## src/rtl/sync_frame_serializer.sv

```systemverilog
// Framed serializer: sync byte, PAYLOAD_BYTES payload bytes MSB first, GAP_BITS zeros.
// Latency: frame starts the edge after PAYLOAD_BYTES bytes are buffered; sout registered.
// Backpressure: s_ready drops only while the byte FIFO is full.

module sync_byte_fifo #(
    parameter int DEPTH = 8
) (
    input  logic                           clk,
    input  logic                           rst,
    input  logic                           push,
    input  logic [7:0]                     push_data,
    input  logic                           pop,
    output logic [7:0]                     head,
    output logic [$clog2(DEPTH+1)-1:0]     count,
    output logic                           ready
);
    localparam int AW = $clog2(DEPTH);
    localparam int CW = $clog2(DEPTH + 1);

    logic [7:0]    mem [DEPTH];
    logic [AW-1:0] wr_ptr;
    logic [AW-1:0] rd_ptr;
    logic          wr_en;

    assign ready = (count != CW'(DEPTH));
    assign wr_en = push && ready;
    assign head  = mem[rd_ptr];

    always_ff @(posedge clk) begin
        if (wr_en) begin
            mem[wr_ptr] <= push_data;
        end
    end

    always_ff @(posedge clk or posedge rst) begin
        if (rst) begin
            wr_ptr <= '0;
            rd_ptr <= '0;
            count  <= '0;
        end else begin
            if (wr_en) begin
                wr_ptr <= wr_ptr + AW'(1);
            end
            if (pop) begin
                rd_ptr <= rd_ptr + AW'(1);
            end
            case ({wr_en, pop})
                2'b10:   count <= count + CW'(1);
                2'b01:   count <= count - CW'(1);
                default: count <= count;
            endcase
        end
    end
endmodule

module sync_frame_serializer #(
    parameter int         PAYLOAD_BYTES = 4,
    parameter int         FIFO_DEPTH    = 8,
    parameter logic [7:0] SYNC_WORD     = 8'hAB,
    parameter int         GAP_BITS      = 8
) (
    input  logic       clk,
    input  logic       rst,
    input  logic [7:0] s_data,
    input  logic       s_valid,
    output logic       s_ready,
    output logic       sout,
    output logic       busy,
    output logic       frame_done
);
    localparam int CW = $clog2(FIFO_DEPTH + 1);
    localparam int BW = $clog2(PAYLOAD_BYTES + 1);
    localparam int GW = $clog2(GAP_BITS + 1);

    typedef enum logic [1:0] {IDLE, SYNC, DATA, GAP} state_t;

    state_t        state, state_nxt;
    logic [2:0]    bit_cnt, bit_nxt, bit_dec;
    logic [BW-1:0] byte_cnt, byte_nxt;
    logic [GW-1:0] gap_cnt, gap_nxt;
    logic [7:0]    sr, sr_nxt;
    logic          sout_nxt;
    logic          busy_nxt;
    logic          frame_done_nxt;
    logic          pop;
    logic [7:0]    fifo_head;
    logic [CW-1:0] fifo_count;
    logic          frame_ready;

    sync_byte_fifo #(
        .DEPTH     (FIFO_DEPTH)
    ) u_fifo (
        .clk       (clk),
        .rst       (rst),
        .push      (s_valid),
        .push_data (s_data),
        .pop       (pop),
        .head      (fifo_head),
        .count     (fifo_count),
        .ready     (s_ready)
    );

    // Whole payload must be buffered before a frame starts, so DATA never underruns.
    assign frame_ready = (fifo_count >= CW'(PAYLOAD_BYTES));
    assign bit_dec     = bit_cnt - 3'd1;

    always_ff @(posedge clk or posedge rst) begin
        if (rst) begin
            state      <= IDLE;
            bit_cnt    <= '0;
            byte_cnt   <= '0;
            gap_cnt    <= '0;
            sr         <= '0;
            sout       <= 1'b0;
            busy       <= 1'b0;
            frame_done <= 1'b0;
        end else begin
            state      <= state_nxt;
            bit_cnt    <= bit_nxt;
            byte_cnt   <= byte_nxt;
            gap_cnt    <= gap_nxt;
            sr         <= sr_nxt;
            sout       <= sout_nxt;
            busy       <= busy_nxt;
            frame_done <= frame_done_nxt;
        end
    end

    always_comb begin
        state_nxt      = state;
        bit_nxt        = bit_cnt;
        byte_nxt       = byte_cnt;
        gap_nxt        = gap_cnt;
        sr_nxt         = sr;
        sout_nxt       = 1'b0;
        frame_done_nxt = 1'b0;
        pop            = 1'b0;

        case (state)
            IDLE: begin
                if (frame_ready) begin
                    state_nxt = SYNC;
                    sout_nxt  = SYNC_WORD[7];
                    bit_nxt   = 3'd7;
                end
            end
            SYNC: begin
                if (bit_cnt != 3'd0) begin
                    bit_nxt  = bit_dec;
                    sout_nxt = SYNC_WORD[bit_dec];
                    // First payload byte is fetched alongside the last sync bit.
                    if (bit_cnt == 3'd1) begin
                        pop      = 1'b1;
                        sr_nxt   = fifo_head;
                        byte_nxt = BW'(1);
                    end
                end else begin
                    state_nxt = DATA;
                    sout_nxt  = sr[7];
                    bit_nxt   = 3'd7;
                end
            end
            DATA: begin
                if (bit_cnt != 3'd0) begin
                    bit_nxt  = bit_dec;
                    sout_nxt = sr[bit_dec];
                end else if (byte_cnt == BW'(PAYLOAD_BYTES)) begin
                    state_nxt      = GAP;
                    frame_done_nxt = 1'b1;
                    gap_nxt        = GW'(1);
                end else begin
                    pop      = 1'b1;
                    sr_nxt   = fifo_head;
                    sout_nxt = fifo_head[7];
                    bit_nxt  = 3'd7;
                    byte_nxt = byte_cnt + BW'(1);
                end
            end
            GAP: begin
                if (gap_cnt != GW'(GAP_BITS)) begin
                    gap_nxt = gap_cnt + GW'(1);
                end else if (frame_ready) begin
                    state_nxt = SYNC;
                    sout_nxt  = SYNC_WORD[7];
                    bit_nxt   = 3'd7;
                end else begin
                    state_nxt = IDLE;
                end
            end
            default: begin
                state_nxt = IDLE;
            end
        endcase

        busy_nxt = (state_nxt != IDLE);
    end
endmodule

```

## config.mk

```make
export PLATFORM = sky130hd
export DESIGN_NAME = sync_frame_serializer
export DESIGN_NICKNAME = d
export VERILOG_FILES = /design/src/rtl/sync_frame_serializer.sv
export SDC_FILE = /design/constraint.sdc
export NUM_CORES = 1
export LEC_CHECK = 0
export BUFFER_PORTS_ARGS = -buffer_cell sky130_fd_sc_hd__buf_2
export CAP_MARGIN = 20
export CORE_MARGIN = 2
export CORE_UTILIZATION = 30
export CTS_CLUSTER_DIAMETER = 30
export DETAILED_ROUTE_END_ITERATION = 8
export GPL_ROUTABILITY_DRIVEN = 0
export GPL_TIMING_DRIVEN = 0
export SKIP_LAST_GASP = 1
export SLEW_MARGIN = 5
export SYNTH_ARGS = -nofsm -noshare
export SYNTH_HDL_FRONTEND = slang
export SYNTH_SLANG_ARGS = --single-unit
```

## constraint.sdc

```tcl
create_clock -name clk -period 3.1 [get_ports clk]
set_clock_uncertainty 0.1 [all_clocks]
set_input_delay 0.155 -clock clk [delete_from_list [all_inputs] [get_ports clk]]
set_output_delay 0.155 -clock clk [all_outputs]
set_load 0.005 [all_outputs]
```

**After elaboration in Yosys (flattened, before gate mapping)**

Memories as Yosys holds them, arrays and structs flattened.
Index checks and enable logic that the tools add are counted.

- Register bits after elaboration: 33
- Latch bits: 0
- Bits in writable memories: 64
- ROM bits: 8
- Input port bits: 11
- Output and inout port bits: 4
- Logic and storage cells: 96
- Memories: 2

Memories:

| memory | words | bits a word | rd ports | clocked after Yosys merged registers in | write ports | RTL line | source |
|---|---|---|---|---|---|---|---|
| u_fifo.mem | 8 | 8 | 1 | 0 | 1 | 20 | `logic [7:0] mem [DEPTH];` |
| (name not given) | 8 | 1 | 1 | 0 | 0 | 150 | `sout_nxt = SYNC_WORD[bit_dec];` |

- $add $sub $neg: 7
- $mul: 0
- Divide/modulo/power cells: 0
- Magnitude comparators: 2
- Eq/ne operators: 17
- Shifts and indexed selects: 0
- Mux-type cells: 47
- Bitwise operators: 0
- Reductions and logical operators: 10

Operator list:

| operator | number |
|---|---|
| $mux W8 | 4 |
| $mux W3 | 9 |
| $mux W1 | 17 |
| $pmux W4 S2 | 2 |
| $pmux W8 S2 | 1 |
| $ne A2 B2 Y1 const B | 7 |
| $mux W4 | 3 |
| $pmux W3 S4 | 1 |
| $mux W2 | 5 |
| $add A3 B1 Y3 const B | 3 |
| $add A4 B1 Y4 const B | 2 |
| $ne A4 B4 Y1 const B | 2 |
| $pmux W2 S4 | 1 |
| $reduce_bool A2 Y1 | 4 |
| $eq A2 B2 Y1 const B | 3 |
| $pmux W3 S2 | 1 |
| $reduce_and A5 Y1 | 1 |
| $eq A2 B1 Y1 const B | 2 |
| $ge A4 B3 Y1 const B | 1 |
| $lt A3 B4 Y1 const B | 1 |
| $pmux W1 S4 | 1 |
| $reduce_and A4 Y1 | 1 |
| $sub A4 B1 Y4 const B | 1 |
| $bmux W1 S3 | 1 |
| 9 further kinds | 9 |

**Logic depth before layout (Yosys ltp)**

- Depth after elaboration: 6
- Gate-level depth with buffers: 14
- Mapped depth without buffers: 13

**Modules after synthesis**

A second synthesis with hierarchy kept.

- Cells, all modules: 295
- Area total of the unflattened synthesis: 4610.7 sq um

By module, submodules not included:

| module | instances | cells an instance | area an instance (sq um) | sequential area each (sq um) |
|---|---|---|---|---|
| sync_byte_fifo | 1 | 153 | 3091.7 | 2172.1 |
| sync_frame_serializer | 1 | 142 | 1519.0 | 575.6 |

**Worst setup path before layout**

OpenSTA, ideal clock, no wires.

- Path type: register to register
- Start point: reg bit_cnt[0]
- End point: reg u_fifo.count[2]
- Library setup time: 0.125 ns
- Arrival time: 2.511 ns
- Data required time: 2.875 ns
- Path slack: 0.364 ns
- Cell stages (with the launch flop): 15
- Path buffers: 1
- Period minus slack after synthesis: 2.736 ns
- Cell sequence: dfrtp_1 inv_1 ha_1 buf_2 nand3b_1 nor2_1 o21ai_0 inv_1 ha_1 xor2_1 ha_1 a21oi_1 xor2_1 nor2_1 xor2_1

- Cells in the longest elaborated chain, start to end: 6
- Elaborated cells on any way between the ends: 10
- Classes of those cells: eq/ne: 3; mux: 5; reduce/logical: 2

RTL lines:

| item | RTL line | source |
|---|---|---|
| start, declared | 78 | `logic [2:0] bit_cnt, bit_nxt, bit_dec;` |
| start signal, assigned | 119 | `bit_cnt <= bit_nxt;` |
| $eq A3 B1 Y1 | 152 | `if (bit_cnt == 3'd1) begin` |
| $mux W1 | 152 |  |
| $mux W1 | 148 | `if (bit_cnt != 3'd0) begin` |
| $pmux W1 S2 * | 139 | `case (state)` |
| net pop | 85 | `logic pop;` |
| $eq A2 B1 Y1 or $eq A2 B2 Y1 (tied branches) | 47 | `case ({wr_en, pop})` |
| $pmux W4 S2 or $reduce_bool A2 Y1 (tied branches) | -- |  |
| end signal, assigned | 48 | `2'b10: count <= count + CW'(1);` |
| end signal, assigned | 49 | `2'b01: count <= count - CW'(1);` |
| end signal, assigned | 50 | `default: count <= count;` |
| end, declared | 14 | `output logic [$clog2(DEPTH+1)-1:0] count,` |

The timed path passes the listed nets; every way through them passes the cells marked *.
A chain may end at the register's enable or synchronous reset.

**Final worst setup path**

Same ends and word-level chain as after synthesis.

==> flow_summary.toml <==
[placement]
pre_cts_ws_ns = -0.01676
dp_cells = 500
port_buffers = 14
hpwl_um = 5730
placedInstanceArea_sq_um = 4825

[clock_network]
clk_pin_slew_ns = 0.06
cts_sinks = 97
ctsHtreeMaxLevel = 3
cts_max_path_buffers = 2
numCtsBuffers = 9
cts_tree = "built"
cts_root_buf = "clkbuf_16"
insertion_delay_ns = 0.34

[global_routing]
antenna_found_initial = 0
grt_max_degree = 20
grt_overflow_total = 0
grt_pass1_vias = 2757
grt_pass1_wl_um = 14010
grt_usage_pct = 11.38

[synthesis]
synth_area_leader_cell = "edfxtp_1"
synth-edff-count = 64
async_flop_share_pct = 34.02
synth.mux.area_fraction_pct = 13.51
synth_xor_area_share_pct = 1.766
synth_simple_gate_area_share_pct = 7.710
synth.distinct_cells = 52
ys_seq_area_share_pct = 61.56
syn_inst = 300
syn-num-nets = 328
yosys_warnings = 0
synth_top_cell_area_share_pct = 43.06
synth_top_family_by_area = "multiplexers"
synth_area_sq_um = 4463
ys_seq_elements = 97
synth_compound_area_share_pct = 7.962
syn_area_per_cell_sq_um = 14.88
ys_top_cells_by_area = "edfxtp_1 (43%), dfrtp_1 (19%), mux4_2 (6.1%)"
synthAdderAreaFrac_pct = 4.766
synth-main-ff-cell = "edfxtp_1"

[pwr]
ir_drop_v = 0.0005460
p_int_mw = 2.784
finalPower_mw = 3.949
power_leakage_nw = 1.936
seq_power_share_pct = 45.9
switchingPower_mw = 1.166
pwr-share-comb_pct = 25.0
netSwitchingFraction_pct = 29.51
pwr_density_cell_nw_per_um2 = 752.9
clkPwrFrac_pct = 29.1

[layout]
layout-drive-gt1-share_pct = 20.76
antenna_cells = 0
stdcell_count = 526
area_delta_synth_final_pct = 17.52
stdcell_area_sq_um = 5245
fin_nets = 365
postLayoutCoreUtil_pct = 36.09

[setup_path]
critPathMaxFanout = 9
crit_path_end_kind = "register"
cp-start-kind = "register"
crit_required_ns = 3.23
critPathKind = "reg -> reg"
worstPathArrival_ns = 2.96

[route]
viasPerCell = 4.880
wl_um = 8414
vias = 2567
first_pass_iters = 4
wire_per_inst_um = 16.00
drt-initial-drc-count = 118
ant_nets = 0
drc = 0

[timing]
fin_crit_ns = 2.828
worst_slew_pin_slew_ns = 0.8970
rsz0062_at_grt = "false"
tns_ns = 0
final.setup.worst_slack_ns = 0.2716
drv_slew = 0
fin_crit_sh_pct = 91.24
setup_viol = 0
hold_violations = 0
hold_ws_ns = 0.3496
relSlewSlack_pct = 39.98
max_freq_ghz = 0.3536

[floorplanning]
rows = 44
dieArea_sq_um = 15870
core_sq_um = 14530
start_util_pct = 30.71
die_width_um = 126.0
die_h_um = 126.0
io_pins = 15

[run_status]
outcome = "complete, no violations"

[flow_run]
cap_violations = 0

[min_path]
min_path_type = "in -> async"
[flip-flops by register name (all words and copies together) (netlist names)]
signal	flops
bit_cnt	3
busy	1
byte_cnt	3
frame_done	1
gap_cnt	4
sout	1
sr	8
state	2
u_fifo.count	4
u_fifo.mem	64
u_fifo.rd_ptr	3
u_fifo.wr_ptr	3
[power by group through the flow]
stage,clock network [mW],registers (mW),logic (mW)
after floorplan,0,1.78,0.733
after global placement,0,1.81,0.942
after detailed placement,0,1.84,0.984
after CTS,1.18,1.81,1.00
after global routing,1.24,1.85,1.10
final,1.15,1.81,0.989
[kinds of logic (layout without fill, tap and decap cells)]
kind of cell / after synthesis / after routing
xor+xnor: 9 / 9
fa+ha+maj: 17 / 17
flops: 97 / 97
compound gates: 54 / 54
simple gates: 61 / 61
mux: 34 / 34
buf+inv: 28 / 70
[cell type report]
type                    instances  area [sq um]
fillers                      1407          9289
flip-flops and latches         97          2749
multi-input cells             175          1624
clock buffers                  12         256.5
well taps                     184         230.2
repair buffers                 26         205.2
plain buffers                  13         65.06
clock inverters                 4         58.81
inverters                      15         56.30
[critical path, cell delays in order (launching register included)]
cell and delay [ns]:
dfrtp_2 0.47, inv_1 0.09, ha_1 0.20, buf_2 0.17, nand3b_1 0.19, nor2_1 0.25
o21ai_2 0.13, inv_1 0.10, ha_1 0.25, xor2_1 0.10, ha_1 0.18, a21oi_1 0.14
xor2_1 0.16, nor2_1 0.06, xor2_1 0.13
[cells in the mapped netlist (3+ instances only)]
| master | number |
|---|---|
| clkbuf_1 | 4 |
| inv_1 | 15 |
| edfxtp_1 | 64 |
| dfrtp_1 | 33 |
| xor2_1 | 3 |
| mux2_2 | 8 |
| nor2_1 | 11 |
| ha_1 | 17 |
| nand3_1 | 10 |
| xnor2_1 | 6 |
| buf_2 | 6 |
| mux4_1 | 6 |
| mux2i_1 | 7 |
| mux4_2 | 12 |
| nor2b_1 | 3 |
| nand2b_1 | 5 |
| o21ai_0 | 5 |
| a211oi_1 | 4 |
| a21oi_1 | 22 |
| nand3b_1 | 5 |
| nor3_1 | 5 |
| o2bb2ai_1 | 3 |
| nand2_1 | 8 |
[layer usage]
layer  up-vias  part of all wire, %  GRT usage [%]  wire (um)
met5         -                    0              0          0
li1       1230                    -              -          -
met4         0                  1.3          3.491        112
met1      1286                   43          13.40       3634
met3         8                  3.9          3.653        332
met2        43                   52          19.83       4334
[placed cells by master, fill, tap and decap left out, types with 3 or more instances in the layout]
cell type,instances
clkbuf_16,9
edfxtp_1,64
inv_1,15
mux4_1,6
xnor2_1,6
xor2_1,3
nand3b_1,5
nand2_1,8
nor2b_1,3
o2bb2ai_1,3
nand2b_1,5
mux2_2,8
o21ai_0,4
dlygate4sd3_1,10
nor2_1,11
a21oi_1,22
mux4_2,12
a211oi_1,4
nor3_2,4
nand3_1,10
dfrtp_1,32
clkbuf_1,5
mux2i_1,7
buf_2,20
ha_1,17
[path summary, 6_finish.rpt]
path / slack [ns] / startpoint / depth (start not counted) / endpoint
max: 0.27 / bit_cnt[0] / 14 / u_fifo.count[2]
max in group asynchronous: 2.01 / rst / 4 / bit_cnt[0]
min: 0.35 / rst / 3 / u_fifo.count[0]
min in group clk: 0.42 / sr[0] / 2 / sr[0]
min reg2reg: 0.42 / sr[0] / 2 / sr[0]
max reg2reg: 0.27 / bit_cnt[0] / 14 / u_fifo.count[2]
[what timing repair did]
action / 4_1_cts / 5_1_grt
hold buffers: 10 / 0
setup endpoints to repair: 1 / 2
endpoints found under the hold margin: 79 / 0
buffers inserted: 0 / 0
gates resized for setup: 1 / 2
gates cloned: 0 / 0
No activity file was read; power rests on OpenSTA's default activity.
